## src/rtl/paralelo_serial.sv

```systemverilog
// -----------------------------------------------------------------------------
// paralelo_serial
//
// Parallel-to-serial transmitter for the serial link. Bytes enter through a
// one-deep valid/ready buffer and leave MSB-first, one bit per clk_32f cycle,
// on a fixed 8-cycle word frame. Frames with no data carry the COMMA word.
// After every reset, SYNC_WORDS commas are forced onto the line before any
// data is allowed out, so the receiver can lock to the word boundary.
//
// Handshake: a byte transfers at a rising edge of clk_32f where
// valid_in && ready_out. ready_out is high exactly while the buffer is empty.
// While ready_out is low, valid_in and data_in are ignored.
//
// Ports
//   clk_32f    in   bit clock, all flops on the rising edge
//   reset      in   asynchronous, active-low; clears all state immediately
//   data_in    in   [7:0] byte to transmit
//   valid_in   in   data_in is valid
//   ready_out  out  buffer empty, a byte can be accepted
//   data_out   out  serial stream, MSB first (top bit of the shift register)
//   sync_out   out  high once the alignment preamble is done; this is the
//                   FSM state (SYNC=0, ACTIVE=1) brought out for observation
//   frame_out  out  high while the MSB of a word is on data_out
// -----------------------------------------------------------------------------
module paralelo_serial #(
  parameter logic [7:0]  COMMA      = 8'hBC,
  parameter int unsigned SYNC_WORDS = 4
) (
  input  logic       clk_32f,
  input  logic       reset,
  input  logic [7:0] data_in,
  input  logic       valid_in,
  output logic       ready_out,
  output logic       data_out,
  output logic       sync_out,
  output logic       frame_out
);

  typedef enum logic {
    ST_SYNC   = 1'b0,
    ST_ACTIVE = 1'b1
  } state_t;

  // comma_cnt value at the load edge that loads the final preamble comma
  localparam logic [3:0] LAST_SYNC = 4'(SYNC_WORDS - 1);

  state_t     state_q, state_d;
  logic [2:0] bit_cnt_q;
  logic [7:0] shift_q, shift_d;
  logic [7:0] buf_q, buf_d;
  logic       buf_full_q, buf_full_d;
  logic [3:0] comma_cnt_q, comma_cnt_d;
  logic [7:0] next_byte;
  logic       load;
  logic       accept;
  logic       drain;

  always_ff @(posedge clk_32f or negedge reset) begin
    if (!reset) begin
      state_q     <= ST_SYNC;
      bit_cnt_q   <= 3'd7;  // so the first edge after release is a load edge
      shift_q     <= 8'h00;
      buf_q       <= 8'h00;
      buf_full_q  <= 1'b0;
      comma_cnt_q <= 4'd0;
    end else begin
      state_q     <= state_d;
      bit_cnt_q   <= bit_cnt_q + 3'd1;
      shift_q     <= shift_d;
      buf_q       <= buf_d;
      buf_full_q  <= buf_full_d;
      comma_cnt_q <= comma_cnt_d;
    end
  end

  always_comb begin
    load   = (bit_cnt_q == 3'd7);
    accept = valid_in && !buf_full_q;
    // The buffer is only ever consumed in ACTIVE; in SYNC it simply waits.
    drain  = load && (state_q == ST_ACTIVE) && buf_full_q;

    next_byte = COMMA;
    if ((state_q == ST_ACTIVE) && buf_full_q) begin
      next_byte = buf_q;
    end

    shift_d = load ? next_byte : {shift_q[6:0], 1'b0};

    // accept needs an empty buffer, drain needs a full one: never both.
    buf_d      = buf_q;
    buf_full_d = buf_full_q;
    if (accept) begin
      buf_d      = data_in;
      buf_full_d = 1'b1;
    end else if (drain) begin
      buf_full_d = 1'b0;
    end

    state_d     = state_q;
    comma_cnt_d = comma_cnt_q;
    if (load && (state_q == ST_SYNC)) begin
      comma_cnt_d = comma_cnt_q + 4'd1;
      if (comma_cnt_q == LAST_SYNC) begin
        state_d = ST_ACTIVE;
      end
    end
  end

  assign ready_out = !buf_full_q;
  assign data_out  = shift_q[7];
  assign sync_out  = (state_q == ST_ACTIVE);
  assign frame_out = (bit_cnt_q == 3'd0);

endmodule

```

## config.mk

```make
export PLATFORM = sky130hd
export DESIGN_NAME = paralelo_serial
export DESIGN_NICKNAME = d
export VERILOG_FILES = /design/src/rtl/paralelo_serial.sv
export SDC_FILE = /design/constraint.sdc
export NUM_CORES = 1
export LEC_CHECK = 0
export CELL_PAD_IN_SITES_DETAIL_PLACEMENT = 0
export CELL_PAD_IN_SITES_GLOBAL_PLACEMENT = 1
export CORE_MARGIN = 2
export CORE_UTILIZATION = 35
export CTS_CLUSTER_SIZE = 10
export DETAILED_ROUTE_END_ITERATION = 16
export HOLD_SLACK_MARGIN = 0.02
export PLACE_DENSITY = 0.64
export SLEW_MARGIN = 20
export SYNTH_ARGS = -nofsm -noshare
export SYNTH_HDL_FRONTEND = slang
export SYNTH_SLANG_ARGS = --single-unit
```

## constraint.sdc

```tcl
create_clock -name clk_32f -period 1.4 [get_ports clk_32f]
set_input_delay 0.28 -clock clk_32f [delete_from_list [all_inputs] [get_ports clk_32f]]
set_output_delay 0.28 -clock clk_32f [all_outputs]
set_load 0.02 [all_outputs]
```

### Word level (Yosys, flattened, before mapping)

Cells that the tools add are included.

* bits in registers: 25
* input bits: 11
* output and inout port bits: 4
* logic and storage cells: 24

* $add $sub $neg: 2
* eq/ne operators: 2
* mux-type cells: 4
* bitwise gates (word level): 1
* reduce and logical (&&, ||, !) cells: 9

Operators by type and width (number)
* 8-bit 2-to-1 mux: 2
* 1-bit logical AND: 5
* 4-bit by 1-bit adder with 4-bit output (second input constant): 1
* 4-bit by 2-bit == test with 1-bit output (second input constant): 1
* 3-bit by 1-bit adder with 3-bit output (second input constant): 1
* 3-bit == test (second input constant): 1
* 3-bit zero test: 1
* 1-bit 2-to-1 mux: 2
* 2-bit AND reduction: 1
* 2-bit nonzero test: 1
* 1-bit zero test: 1
* 1-bit inverter: 1

### Logic depth before layout (Yosys ltp)

* depth in word-level cells: 5
* mapped depth: 6
* gate-level depth less buffers: 5

### Worst setup path after synthesis

OpenSTA, ideal clock, no wires.

* path kind: register -> register
* start: register bit_cnt_q[0]
* end: register comma_cnt_q[1]
* setup time: 125 ps
* arrival: 1383 ps
* data required time: 1275 ps
* path slack: -108 ps
* cell stages (with the launch flop): 6
* buffers on the path: 1
* period minus slack after synthesis: 1508 ps
* cells stage by stage: dfstp_2 -> ha_1 -> ha_1 -> buf_6 -> nor2b_4 -> mux2_2

* word-level cells in the longest chain between the ends: 2

Ends and longest elaborated chain
* from (decl): line 48 `logic [2:0] bit_cnt_q;`
* from (signal assigned): line 68 `bit_cnt_q <= bit_cnt_q + 3'd1;`
* 3-bit == test: line 77 `load = (bit_cnt_q == 3'd7);`
* 1-bit logical AND: line 101 `if (load && (state_q == ST_SYNC)) begin`
* to (signal assigned): line 72 `comma_cnt_q <= comma_cnt_d;`
* to (decl): line 52 `logic [3:0] comma_cnt_q, comma_cnt_d;`

No other way between the ends.
A chain may end at the register's enable or synchronous reset.

### Final worst setup path

* start: register bit_cnt_q[1]
* end: output port frame_out

* word-level cells in the longest chain between the ends: 1

Ends and longest elaborated chain
* 3-bit zero test: line 112 `assign frame_out = (bit_cnt_q == 3'd0);`
* to (decl): line 36 `output logic frame_out`

No other way between the ends.

==> flow_summary.ini <==
[die]
dieWidth_um = 58.5
fp.coreArea_um2 = 2780
pin_count = 15
dieArea_um2 = 3420
fp.dieH_um = 58.5
initial_utilization_pct = 37.3
rows = 19

[global_routing]
antenna_found_initial = 0
grt_overflow = 0
grt_pass1_vias = 640
grt_pass1_wl_um = 2880
grt_use_total_pct = 11.6
grt_max_degree = 26

[detailed_routing]
remaining_drc_errors = 0
vias_per_cell = 4.71
via_count = 654
ant_nets = 0
routed_wl_um = 1700
post_drt_wl_per_cell_um = 12.3
drt_first_pass_iters = 4
drt-initial-drc-count = 17

[worst_setup_path]
worstPathArrival_ns = 1.31
start_kind = flip-flop
crit_family = flip-flops
crit_type = flip-flop to primary output
critPathMaxFanout = 2
worstRegToRegCells = 5
worstPathCellList = inv_2, ha_4, nor2b_4, buf_6
slowest_stage = dfstp_2
cpPeakStageDelay_ns = 0.57
cp.required_ns = 1.12
r2r_start = bit_cnt_q[0]
critPathCaptureType = primary output
r2r_end = comma_cnt_q[1]
r2r_slack_ns = -0.14
crit_buf_inv = 2

[timing]
slew_violations = 0
fmax_mhz = 630
timing.hold.ws_ns = 0.310
timing.setup.tns_ns = -0.538
tightestPinTransition_ns = 0.306
relSlewSlack_pct = 79.6
hold_violations = 0
skew_ns = 0.00942
min_period_ns = 1.59
worst_slack_ns = -0.188
setup_viol = 5
fin_crit_sh_pct = 113
rsz0062_at_grt = yes

[clock_tree]
cts_buffers = 3
cts_sinks = 25
root_buffer = clkbuf_4
clk_latency_ns = 0.32
cts_tree = yes
h-tree-depth = 1
cts_max_path_buffers = 2
path_clk_slew_ns = 0.13
postCtsHoldBufs = 0

[synthesis]
ys_types = 19
synth_largest_area_cell = dfrtp_1
syn_avg_cell_area_um2 = 12.8
ys_seq_elements = 25
syn_nets = 96
syn-instance-count = 81
synth_top_area_share_pct = 53.0
netlist_area_um2 = 1040
ys_seq_area_share_pct = 60.6
yosys-top-cells-area = dfrtp_1 53%, mux2_4 12%, dfstp_2 7.6%
ys_warn_count = 0

[layout]
insertedDiodeCount = 0
drive_above_1_share_pct = 37.0
final_common_cell = dfrtp_1
final_util_pct = 49.5
layout_common_cells = 22 x dfrtp_1, 12 x nor2_1, 10 x clkdlybuf4s50_1, 10 x buf_4, 9 x mux2_4
fill_cells = 260
syn2layout_area_growth_pct = 32.5
nNetsFinal = 124

[pwr]
ir_drop_mv = 0.638
power.density_nw_per_um2 = 925
clkPwrFrac_pct = 24.3
netSwitchingFraction_pct = 22.7
power_mw = 1.27
switching_power_uw = 289
pwr-share-comb_pct = 12.2
seq_power_share_pct = 63.4
leakage_nw = 0.631
p_int_uw = 984

[hold_path]
hold_path.class = primary input to async pin

[outcome]
violations = setup timing
status = finished with violations

[placement]
dp_hpwl_um = 1160
gp_congestion = 0.667
numPortBuffers = 14

[flow_run]
max_cap_viol_count = 0
[power groups by stage]
stage          sequential [mW]  clock [mW]  combinational, mW
3_5_place_dp             0.823           0              0.163
3_3_place_gp             0.821           0              0.162
4_1_cts                  0.809       0.330              0.161
5_1_grt                  0.816       0.363              0.175
2_1_floorplan            0.821           0             0.0907
6_report                 0.808       0.310              0.156
[how the worst max path moves through the flow]
stage | from | depth (start not counted) | to
2_1_floorplan | bit_cnt_q[0] | 5 | comma_cnt_q[1]
3_3_place_gp | bit_cnt_q[0] | 4 | frame_out
3_5_place_dp | bit_cnt_q[0] | 4 | frame_out
4_1_cts | bit_cnt_q[1] | 4 | frame_out
5_1_grt | bit_cnt_q[0] | 4 | frame_out
6_report | bit_cnt_q[1] | 4 | frame_out
[through the flow]
| stage | instances | worst slack [ns] | instance area [µm²] |
|---|---|---|---|
| after CTS | 139 | -0.232 | 1340 |
| after detailed placement | 134 | -0.268 | 1300 |
| after floorplan | 81 | -0.0665 | 1070 |
| after global routing | 139 | -0.255 | 1380 |
| after global placement | 134 | -0.247 | 1300 |
| final | 139 | -0.188 | 1380 |
[kinds of logic after synthesis]
| logic type | after synthesis | synth area share [%] |
|---|---|---|
| DFF | 25 | 60.6 |
| and+or+nand+nor | 22 | 9.64 |
| AOI/OAI and AO/OA | 9 | 4.94 |
| buffers and inverters | 9 | 4.82 |
| muxes | 9 | 12.7 |
| adders and majority gates | 4 | 4.82 |
| xor gates and xnor gates | 3 | 2.53 |
[state kept, by name, summed over array words and instances (netlist names)]
signal,cells
buf_full_q,1
buf_q,8
bit_cnt_q,3
sync_out,1
shift_q,8
comma_cnt_q,4
[metal layers]
metal | GRT usage, % | wire length (µm)
met5 | 0 | 0
met4 | 3.99 | 24
met3 | 4.84 | 77
met1 | 15.9 | 819
met2 | 16.5 | 781
[synthesized netlist by cell type (all sizes together)]
master  count
dfrtp      22
nor2       13
mux2        9
inv         6
a21oi       5
nand2       5
ha          4
buf         3
dfstp       3
nor2b       3
o22ai       2
xor2        2
a31oi       1
nand4       1
o31ai       1
xnor2       1
[area by class of cell]
class                           count  area, µm²  area share (%)
Sequential cell                    25        629            45.7
Multi-Input combinational cell     47        418            30.4
Timing Repair Buffer               26        240            17.5
Tap cell                           31       38.8            2.82
Clock buffer                        3       22.5            1.64
Inverter                            6       22.5            1.64
Clock inverter                      1       5.00           0.364
[what timing repair did]
item                                   CTS  global route
setup endpoints to repair                9            15
endpoints found under the hold margin    0             0
setup buffers                            1             0
pin swaps                                2             2
resized for setup                       14            10
No activity file was read; power rests on OpenSTA's default activity.
